`config.mk`:
```
export PLATFORM = sky130hd
export DESIGN_NAME = ysyx_23060229_ctrl
export DESIGN_NICKNAME = d
export VERILOG_FILES = /design/src/rtl/ysyx_23060229_pkg.sv /design/src/rtl/ysyx_23060229_wdt.sv /design/src/rtl/ysyx_23060229_ctrl.sv
export SDC_FILE = /design/constraint.sdc
export NUM_CORES = 1
export LEC_CHECK = 0
export BUFFER_PORTS_ARGS = -buffer_cell sky130_fd_sc_hd__buf_2
export CORE_MARGIN = 1
export CORE_UTILIZATION = 42
export CTS_CLUSTER_DIAMETER = 30
export DETAILED_ROUTE_END_ITERATION = 10
export PLACE_DENSITY = 0.76
export SYNTH_ARGS = -nofsm -noshare
export SYNTH_HDL_FRONTEND = slang
export SYNTH_SLANG_ARGS = --single-unit
```
`constraint.sdc`:
```
create_clock -name clk -period 2.05 [get_ports clk]
set_input_delay 0.41 -clock clk [delete_from_list [all_inputs] [get_ports clk]]
set_output_delay 0.41 -clock clk [all_outputs]
set_load 0.005 [all_outputs]
```
`src/rtl/ysyx_23060229_pkg.sv`:
```
// Shared types and constants for the ysyx_23060229 multi-cycle controller.
package ysyx_23060229_pkg;

  typedef enum logic [2:0] {
    S_FETCH = 3'd0,
    S_IWAIT = 3'd1,
    S_EXEC  = 3'd2,
    S_MREQ  = 3'd3,
    S_MWAIT = 3'd4,
    S_WB    = 3'd5,
    S_HALT  = 3'd6
  } state_t;

  localparam logic [2:0] CAUSE_NONE     = 3'd0;
  localparam logic [2:0] CAUSE_FETCH    = 3'd1;
  localparam logic [2:0] CAUSE_LSU      = 3'd2;
  localparam logic [2:0] CAUSE_TIMEOUT  = 3'd3;
  localparam logic [2:0] CAUSE_MISALIGN = 3'd4;

  localparam logic [31:0] NOP_INST = 32'h0000_0013;

  function automatic logic misaligned(input logic [1:0] lo);
    return lo != 2'b00;
  endfunction

endpackage

```
`src/rtl/ysyx_23060229_wdt.sv`:
```
// Clearable bus-response timeout counter; expire_c flags the last allowed wait cycle.
module ysyx_23060229_wdt #(
  parameter int unsigned TIMEOUT_CYC = 255
) (
  input  logic clk,
  input  logic rst_n,
  input  logic clr,
  input  logic inc,
  output logic expire_c
);

  localparam int unsigned CW = (TIMEOUT_CYC < 2) ? 1 : $clog2(TIMEOUT_CYC);
  localparam logic [CW-1:0] LAST = CW'(TIMEOUT_CYC - 1);

  logic [CW-1:0] cnt;

  always_ff @(posedge clk or negedge rst_n) begin
    if (!rst_n) begin
      cnt <= '0;
    end else if (clr) begin
      cnt <= '0;
    end else if (inc && !expire_c) begin
      cnt <= cnt + CW'(1);
    end
  end

  assign expire_c = inc && (cnt == LAST);

endmodule

```
`src/rtl/ysyx_23060229_ctrl.sv`:
```
// Multi-cycle fetch/execute/memory/write-back sequencer with sticky trap reporting.
// Optional bus-response timeout enabled by YSYX_23060229_BUS_TIMEOUT_EN.
module ysyx_23060229_ctrl
  import ysyx_23060229_pkg::*;
#(
  parameter int unsigned     XLEN        = 32,
  parameter logic [XLEN-1:0] RESET_PC    = 32'h8000_0000,
  parameter int unsigned     TIMEOUT_CYC = 255
) (
  input  logic            clk,
  input  logic            rst,
  output logic            ifu_req_valid,
  input  logic            ifu_req_ready,
  output logic [XLEN-1:0] ifu_req_addr,
  input  logic            ifu_rsp_valid,
  input  logic [31:0]     ifu_rsp_data,
  input  logic            ifu_rsp_err,
  output logic [31:0]     inst,
  output logic [XLEN-1:0] pc,
  input  logic            dec_mem_ren,
  input  logic            dec_mem_wen,
  input  logic            dec_reg_wen,
  input  logic [1:0]      dec_csreg_wen,
  input  logic [XLEN-1:0] exu_pc_next,
  output logic            lsu_req_valid,
  input  logic            lsu_req_ready,
  input  logic            lsu_rsp_valid,
  input  logic            lsu_rsp_err,
  output logic            reg_wen,
  output logic [1:0]      csreg_wen,
  output logic            commit,
  output logic [31:0]     commit_cnt,
  output logic            trap,
  output logic [2:0]      trap_cause
);

  state_t     state;
  logic       halt_c;
  logic [2:0] halt_cause_c;
  logic       timeout_c;

  assign ifu_req_addr = pc;

`ifdef YSYX_23060229_BUS_TIMEOUT_EN
  logic wdt_clr_c;
  logic wdt_inc_c;

  // Restart the count on every request handshake that leads into a wait state.
  assign wdt_clr_c = ((state == S_FETCH) && !misaligned(pc[1:0]) && ifu_req_ready) ||
                     ((state == S_MREQ) && lsu_req_ready);
  assign wdt_inc_c = (state == S_IWAIT) || (state == S_MWAIT);

  ysyx_23060229_wdt #(
    .TIMEOUT_CYC(TIMEOUT_CYC)
  ) u_wdt (
    .clk     (clk),
    .rst_n   (rst),
    .clr     (wdt_clr_c),
    .inc     (wdt_inc_c),
    .expire_c(timeout_c)
  );
`else
  logic [31:0] timeout_unused;
  assign timeout_unused = 32'(TIMEOUT_CYC);
  assign timeout_c      = 1'b0;
`endif

  // Fatal conditions that divert the current state into HALT.
  always_comb begin
    halt_c       = 1'b0;
    halt_cause_c = CAUSE_NONE;
    case (state)
      S_FETCH: begin
        if (misaligned(pc[1:0])) begin
          halt_c       = 1'b1;
          halt_cause_c = CAUSE_MISALIGN;
        end
      end
      S_IWAIT: begin
        if (ifu_rsp_valid && ifu_rsp_err) begin
          halt_c       = 1'b1;
          halt_cause_c = CAUSE_FETCH;
        end else if (!ifu_rsp_valid && timeout_c) begin
          halt_c       = 1'b1;
          halt_cause_c = CAUSE_TIMEOUT;
        end
      end
      S_MWAIT: begin
        if (lsu_rsp_valid && lsu_rsp_err) begin
          halt_c       = 1'b1;
          halt_cause_c = CAUSE_LSU;
        end else if (!lsu_rsp_valid && timeout_c) begin
          halt_c       = 1'b1;
          halt_cause_c = CAUSE_TIMEOUT;
        end
      end
      default: ;
    endcase
  end

  // State register and registered outputs; write enables and commit are set on WB entry.
  always_ff @(posedge clk or negedge rst) begin
    if (!rst) begin
      state         <= S_FETCH;
      pc            <= RESET_PC;
      inst          <= NOP_INST;
      ifu_req_valid <= !misaligned(RESET_PC[1:0]);
      lsu_req_valid <= 1'b0;
      reg_wen       <= 1'b0;
      csreg_wen     <= 2'b00;
      commit        <= 1'b0;
      commit_cnt    <= 32'd0;
      trap          <= 1'b0;
      trap_cause    <= CAUSE_NONE;
    end else begin
      reg_wen   <= 1'b0;
      csreg_wen <= 2'b00;
      commit    <= 1'b0;
      if (halt_c) begin
        state         <= S_HALT;
        trap          <= 1'b1;
        trap_cause    <= halt_cause_c;
        ifu_req_valid <= 1'b0;
        lsu_req_valid <= 1'b0;
      end else begin
        case (state)
          S_FETCH: begin
            if (ifu_req_ready) begin
              state         <= S_IWAIT;
              ifu_req_valid <= 1'b0;
            end
          end
          S_IWAIT: begin
            if (ifu_rsp_valid) begin
              inst  <= ifu_rsp_data;
              state <= S_EXEC;
            end
          end
          S_EXEC: begin
            if (dec_mem_ren || dec_mem_wen) begin
              state         <= S_MREQ;
              lsu_req_valid <= 1'b1;
            end else begin
              state      <= S_WB;
              reg_wen    <= dec_reg_wen;
              csreg_wen  <= dec_csreg_wen;
              commit     <= 1'b1;
              commit_cnt <= commit_cnt + 32'd1;
            end
          end
          S_MREQ: begin
            if (lsu_req_ready) begin
              state         <= S_MWAIT;
              lsu_req_valid <= 1'b0;
            end
          end
          S_MWAIT: begin
            if (lsu_rsp_valid) begin
              state      <= S_WB;
              reg_wen    <= dec_reg_wen;
              csreg_wen  <= dec_csreg_wen;
              commit     <= 1'b1;
              commit_cnt <= commit_cnt + 32'd1;
            end
          end
          S_WB: begin
            // A misaligned target never raises a fetch request; FETCH traps on it instead.
            pc            <= exu_pc_next;
            state         <= S_FETCH;
            ifu_req_valid <= !misaligned(exu_pc_next[1:0]);
          end
          S_HALT: begin
            state <= S_HALT;
          end
          default: begin
            state <= S_HALT;
          end
        endcase
      end
    end
  end

endmodule

```
# Word-level counts from Yosys, hierarchy flattened
# Index checks and enable logic that the tools add are counted.
# Widths: inputs -> output; s select.
word_totals:
  elab_cells: 78
  in_bits: 77
  output_inout_bits: 138
  regBits: 109
op_classes:
  n_bitwise: 1
  mux: 37
  reduce_logical: 16
  eq_ne: 12
  n_addsub: 1
ops:
  columns: ["operator", "n"]
  rows:
  - ["$mux 32", 2]
  - ["$pmux 32 s2", 1]
  - ["$add 32x1->32 const B", 1]
  - ["$mux 3", 7]
  - ["$pmux 3 s6", 1]
  - ["$mux 1", 15]
  - ["$ne 3x3->1 const B", 5]
  - ["$pmux 3 s3", 1]
  - ["$mux 2", 4]
  - ["$pmux 1 s2", 4]
  - ["$reduce_and 4->1", 2]
  - ["$eq 3x2->1 const B", 2]
  - ["$eq 3x3->1 const B", 2]
  - ["$reduce_and 3->1", 2]
  - ["$reduce_bool 2->1", 3]
  - ["$reduce_bool 3->1", 2]
  - ["$ne 2x2->1 const B", 2]
  - ["$pmux 2 s2", 1]
  - ["$reduce_and 2->1", 2]
  - ["$eq 3x1->1 const B", 1]
  - ["$logic_not 3->1", 1]
  - ["$pmux 1 s3", 1]
  - ["$logic_and 1x1->1", 2]
  - ["$logic_not 1->1", 1]
  - ["other kinds (2)", 2]

# Logic depth before layout (Yosys ltp)
# Gate-level depths: netlist of the first run.
logic_depth:
  depth_word: 5
  mapped_depth: 7
  depth_no_buf: 5

# Worst setup path after synthesis of the first run
# No wires, ideal clock.
synth_timing:
  kind: "register to register"
  startpoint: "register state[2]"
  endpoint: "register commit_cnt[25]"
  period_less_slack_ps: 2129
  arrival_ps: 2054
  t_required_ps: 1975
  setup_slack_ps: -79
  n_path_buf: 1
  setup_ps: 75
  path_stages_with_launch: 7
  path_cell_list: "dfrtp_1 or4b_4 a2111oi_4 and2_1 buf_6 and4_4 xor2_2"
synth_between:
  elab_chain_cells: 4
  elab_cells_between_ends: 11
  classes_between: "eq/ne: 5; mux: 2; bitwise: 1; reduce/logical: 3"
synth_rtl:
  columns: ["element", "line", "source"]
  rows:
  - ["start, declared", "ysyx_23060229_ctrl.sv:37", "state_t state;"]
  - ["start signal, assigned", "ysyx_23060229_ctrl.sv:104", "state <= S_FETCH;"]
  - ["start signal, assigned", "ysyx_23060229_ctrl.sv:120", "state <= S_HALT;"]
  - ["start signal, assigned", "ysyx_23060229_ctrl.sv:129", "state <= S_IWAIT;"]
  - ["$eq 3x3->1 (tied with other cells)", "ysyx_23060229_ctrl.sv:72, ysyx_23060229_ctrl.sv:126", null]
  - ["$pmux 1 s3", "ysyx_23060229_ctrl.sv:72", "case (state)"]
  - ["$not 1->1 (no line)", null, null]
  - ["$reduce_and 4->1 (no line)", null, null]
  - ["end signal, assigned", "ysyx_23060229_ctrl.sv:148", "commit_cnt <= commit_cnt + 32'd1;"]
  - ["end signal, assigned", "ysyx_23060229_ctrl.sv:163", "commit_cnt <= commit_cnt + 32'd1;"]
  - ["end, declared", "ysyx_23060229_ctrl.sv:32", "output logic [31:0] commit_cnt,"]
# Several ways; a longest one is shown, not always the timed one.
# A chain may end at the register's enable or synchronous reset.

# Worst setup path after layout of the first run
layout_timing:
  startpoint: "register state[1]"
  endpoint: "register commit_cnt[25]"
# Same word-level chain as after synthesis.

==> results of run 1 <==
-- worst max-delay path, delay by kind of cell (launching register included) --
family | cells | cell delay, ps
compound gates | 1 | 410
xor+xnor | 1 | 120
flops | 1 | 390
simple gates | 3 | 1050
-- metrics by stage --
stage	area [µm²]	total power, µW	hold slack [ps]	std cells
after floorplan	4700	2330	114	367
after global placement	5780	2480	451	690
after detailed placement	5780	2490	451	690
after CTS	6010	3850	130	708
after global routing	6040	3970	116	712
final	6040	3790	79.8	712
-- logic make-up after synthesis --
logic type,count (synthesis)
flops,109
simple gates,93
mux,65
buf+inv,52
xor+xnor,31
compound gates,16
fa+ha+maj,1
-- where the power goes --
part | switching [µW] | internal [µW]
Clock | 688 | 665
Sequential | 23.6 | 2180
Combinational | 106 | 126
Total | 817 | 2970
-- timing repair --
item,4_1_cts,5_1_grt
gates resized for setup,2,1
gates cloned,0,0
pin swaps,3,3
hold endpoints to repair,0,0
setup endpoints to repair,7,5
setup buffers,2,4
-- worst max path at each step --
| stage | to | slack, ps | cells after the start |
|---|---|---|---|
| 6_report | commit_cnt[25] | -0.3 | 5 |
| 5_1_grt | commit_cnt[15] | -70 | 5 |
| 4_1_cts | commit_cnt[25] | 8 | 5 |
| 3_5_place_dp | commit_cnt[25] | -200 | 6 |
| 3_3_place_gp | commit_cnt[25] | -160 | 6 |
| 2_1_floorplan | commit_cnt[25] | -60 | 6 |
-- registers in the layout, summed over array words and instances (netlist names) --
register / cells
commit_cnt: 32
trap: 1
lsu_req_valid: 1
reg_wen: 1
inst: 32
csreg_wen: 2
state: 3
commit: 1
trap_cause: 3
ifu_req_addr: 32
ifu_req_valid: 1
-- cells in the final DEF (no fill, tap or decap), types with 2 or more instances in the layout --
cell type / n
and4_1: 2
buf_12: 2
nand2_1: 24
nand4b_1: 2
dfstp_2: 5
buf_2: 213
xor2_1: 13
nor2b_1: 5
nand2b_1: 2
buf_4: 18
nor3_1: 5
and2_1: 5
clkbuf_8: 12
dfrtp_1: 104
and3_1: 2
nand4_1: 8
a21oi_1: 4
xnor2_1: 17
inv_1: 7
mux2_2: 64
nor2_1: 15
nor3b_1: 2
o21ai_0: 8
nand3_1: 13
-- final cells by class --
cell class,count,area (µm²),share of cell area [%]
clock inverters,3,42.5,0.704
flip-flops and latches,109,2730,45.2
multi-input cells,206,1640,27.2
clock buffers,13,169,2.80
well taps,140,175,2.90
repair buffers,234,1250,20.7
inverters,7,26.3,0.435
-- layer usage --
layer	wire, µm	vias up	GRT usage [%]
li1	-	1606	-
met1	4270	1723	21.3
met2	5730	124	33.4
met3	555	8	3.81
met4	89	0	5.58
met5	0	-	0
==> results.json, run 1 <==
{
  "max_freq_mhz": 488,
  "num_rows": 38,
  "drive_gt1_share_pct": 57.2,
  "worstSetupPathType": "flop to flop",
  "crit_path_start": "state[1]",
  "p_per_area_nw_per_um2": 627,
  "worstSetupEndpointType": "flop",
  "cp.arrival_ps": 2340,
  "fin_tns_setup_ps": -0.266,
  "fin_crit_ps": 2050,
  "syn_nets": 445,
  "syn_inst": 367,
  "worstRegToRegCells": 5,
  "vias": 3461,
  "synth-compound-area-share_pct": 2.35,
  "worst_pin_slew_ps": 600,
  "path_clk_slew_ps": 100,
  "ir_drop_mv": 0.318,
  "cap_violations": 0,
  "synth.most_common_cell": "dfrtp_1",
  "clockBufferDepth": 2,
  "setup_viol": 1,
  "yosysTopAreaCellShare_pct": 55.5,
  "slew_violations": 0,
  "violations": "setup timing",
  "cts_buffers": 9,
  "syn-cell-area_um2": 4690,
  "core_um2": 10800,
  "cp_max_fo": 6,
  "drc": 0,
  "finalHoldViolCount": 0,
  "ant_nets": 0,
  "synthFlopType": "dfrtp_1",
  "yosysSeqAreaShare_pct": 58.3,
  "wl_mm": 10.6,
  "ys_types": 38,
  "fin_skew_ps": 10.9,
  "final_util_pct": 55.7,
  "synth_edf_count": 0,
  "critPathSlowestCell": "or4bb_4",
  "portBuffers": 214,
  "worst_setup_path_start_kind": "flop",
  "postSynthAreaPerCell_um2": 12.8,
  "synth_top_area_cell": "dfrtp_1",
  "root_buffer": "clkbuf_8",
  "cts_max_level": 3,
  "drt-initial-drc-count": 118,
  "max_stage_delay_ps": 570,
  "vias_per_cell": 4.86,
  "rr_endpoint": "commit_cnt[25]",
  "hold_class": "input pin to async pin",
  "initial_core_util_pct": 43.3,
  "grt_overflow_total": 0,
  "leakage_uw": 0.00325,
  "nFillCells": 926,
  "dp_hpwl_mm": 7.97,
  "dieArea_um2": 11600,
  "dpl_worst_slack_ps": -203,
  "grt_pass1_vias": 3236,
  "path_cells": "or4bb_4 > a2111oi_4 > and2_4 > and4_4 > xor2_2",
  "rsz0062_at_grt": "yes",
  "firstDrtPassIters": 4,
  "yosys_register_bits": 109,
  "ios": 215,
  "cts_tree": "done",
  "cts.sinks": 109,
  "clk_latency_ps": 360,
  "ys_top_cells_by_count": "dfrtp_1 (104), mux2_2 (64), buf_4 (32)",
  "postCtsHoldBufs": 0,
  "synth_fa_ha_area_share_pct": 0.267,
  "synth_top_family_by_area": "multiplexers",
  "netlist_top_cells_area": "dfrtp_1 (55%), mux2_2 (15%), buf_4 (5.1%)",
  "status": "finished, violations left",
  "wire_per_inst_um": 15.0,
  "synth-async-reset-ratio_pct": 100,
  "gp_congestion": 0.789,
  "diodes": 0,
  "maxSlewHeadroom_pct": 60.0,
  "chipWidth_um": 108,
  "r2r_slack_ps": -0.3,
  "grt_usage_pct": 18.3,
  "antenna_found_initial": 0,
  "grt_start_max_net_pins": 110,
  "grt_pass1_wl_mm": 16.2,
  "r2r_start": "state[1]",
  "nets": 645,
  "worstPathRequired_ps": 2340,
  "synth-xor-area-share_pct": 5.95,
  "yosysWarnings": 0,
  "min_period_over_period_pct": 100,
  "die_h_um": 108,
  "synth_mux_area_share_pct": 15.6,
  "synth_simple_gate_area_share_pct": 10.7,
  "area_growth_syn_to_layout_pct": 28.7,
  "fin_ws_ps": -0.266
}
No activity file was read; power rests on OpenSTA's default activity.
==> inputs of run 2 (changes only) <==
Settings changed: CORE_UTILIZATION 42 to 47, PLACE_DENSITY 0.76 to 0.8, RECOVER_POWER set to 50.
Clock period 2.05 ns to 1.96 ns, I/O delays scaled along.
==> results.json, run 2 (synthesized netlist as in run 1, its figures left out) <==
{
  "status": "finished, violations left",
  "violations": "setup timing",
  "firstDrtPassIters": 5,
  "fin_area_um2": 6090,
  "ir_drop_mv": 0.420,
  "grt_overflow_total": 0,
  "hold_class": "input pin to flop",
  "min_period_over_period_pct": 102,
  "max_freq_mhz": 499,
  "p_per_area_nw_per_um2": 661,
  "cts_tree": "done",
  "cts.sinks": 109,
  "fin_skew_ps": 8.43,
  "cp_max_fo": 5,
  "maxSlewHeadroom_pct": 0.932,
  "drt-initial-drc-count": 113,
  "path_cells": "or4bb_4 > a2111oi_4 > buf_4 > or2b_1 > xnor2_1",
  "finalHoldViolCount": 0,
  "fin_crit_ps": 2000,
  "area_growth_syn_to_layout_pct": 29.7,
  "dpl.cell_count": 687,
  "core_um2": 9730,
  "critPathSlowestCell": "or4bb_4",
  "cp.arrival_ps": 2260,
  "dp_hpwl_mm": 7.75,
  "ant_nets": 0,
  "worstPathRequired_ps": 2210,
  "gp_congestion": 0.840,
  "setup_viol": 4,
  "cts_buffers": 9,
  "clockBufferDepth": 2,
  "path_clk_slew_ps": 100,
  "postCtsHoldBufs": 0,
  "drc": 0,
  "vias": 3451,
  "fin_ws_ps": -42.1,
  "portBuffers": 214,
  "wire_per_inst_um": 15.0,
  "cap_violations": 0,
  "max_stage_delay_ps": 560,
  "grt_pass1_vias": 3217,
  "placed_cell_area_um2": 5800,
  "die_h_um": 102,
  "worstSetupPathType": "flop to flop",
  "wl_mm": 10.7,
  "antenna_found_initial": 0,
  "clk_latency_ps": 360,
  "root_buffer": "clkbuf_8",
  "nets": 650,
  "grt_pass1_wl_mm": 15.7,
  "final_common_cell": "buf_2",
  "rsz0062_at_grt": "yes",
  "vias_per_cell": 4.86,
  "drive_gt1_share_pct": 51.8,
  "final_cell_mix": "buf_2 (171), dfrtp_1 (104), mux2_2 (64)",
  "chipWidth_um": 102,
  "dieArea_um2": 10400,
  "leakage_uw": 0.00315,
  "worstSetupEndpointType": "flop",
  "num_rows": 36,
  "grt_start_max_net_pins": 110,
  "r2r_start": "state[1]",
  "cts_max_level": 3,
  "slew_violations": 0,
  "grt_usage_pct": 19.9,
  "ios": 215,
  "diodes": 0,
  "holdWs_ps": 233,
  "worst_pin_slew_ps": 1490,
  "dpl_worst_slack_ps": -272,
  "worst_setup_path_start_kind": "flop",
  "hp-start": "dec_csreg_wen[1]",
  "final_cells": 710,
  "initial_core_util_pct": 48.2,
  "crit_path_start": "state[1]"
}
[run 2: cell count changes in the layout (fill, tap and decap cells not counted), moves of 4 or more]
cell and change:
buf_2 -42, nor2_1 -5, nor2_2 +4, buf_6 +4, clkbuf_1 +42
[run 2: worst paths after layout]
check / endpoint / slack (ps) / cells after the start
min: csreg_wen[1] / 230 / 2
min reg2reg: trap / 480 / 1
max in group asynchronous: inst[19] / 500 / 2
max: commit_cnt[15] / -40 / 5
min in group asynchronous: ifu_req_addr[29] / 460 / 2
max reg2reg: commit_cnt[15] / -40 / 5
[run 2: worst max-delay path: cells and delay by family (launching register included)]
kind / cells / cell delay (ps)
XOR/XNOR: 1 / 120
buffers and inverters: 1 / 200
AND/OR/NAND/NOR: 2 / 790
flip-flops: 1 / 430
AO/OA/AOI/OAI: 1 / 360
[run 2: cell type report]
| class | count | area, µm² |
|---|---|---|
| Clock inverter | 4 | 72.6 |
| Fill cell | 790 | 3640 |
| Clock buffer | 12 | 145 |
| Inverter | 7 | 26.3 |
| Timing Repair Buffer | 239 | 1240 |
| Sequential cell | 109 | 2730 |
| Tap cell | 133 | 166 |
| Multi-Input combinational cell | 206 | 1700 |
[run 2: metal layers]
metal / part of all wire, % / global-route usage [%] / wire, µm / vias to the layer above
li1: - / - / - / 1619
met1: 39 / 23.2 / 4140 / 1673
met2: 53 / 35.0 / 5630 / 141
met3: 6.7 / 5.13 / 716 / 18
met4: 1.8 / 8.24 / 191 / 0
met5: 0 / 0 / 0 / -
[run 2: repair_timing]
item / in CTS / in global routing
setup endpoints to repair: 12 / 22
resized for setup: 8 / 13
buffers inserted: 5 / 2
pin swaps: 5 / 9
[run 2: power breakdown]
part | internal (µW) | total, µW | leakage, µW | switching (µW)
registers | 2280 | 2310 | 0.00140 | 25.8
logic | 124 | 236 | 0.00165 | 113
clock network | 755 | 1480 | 0.000107 | 722
[run 2: per-stage QoR]
step | utilization [%] | setup TNS, ps | total power (µW)
after floorplan | - | -356 | 2440
after global placement | 59.6 | -1680 | 2590
after detailed placement | 59.6 | -2440 | 2600
after CTS | 62.6 | -50.1 | 4080
after global routing | 62.6 | -705 | 4190
final | 62.6 | -124 | 4020
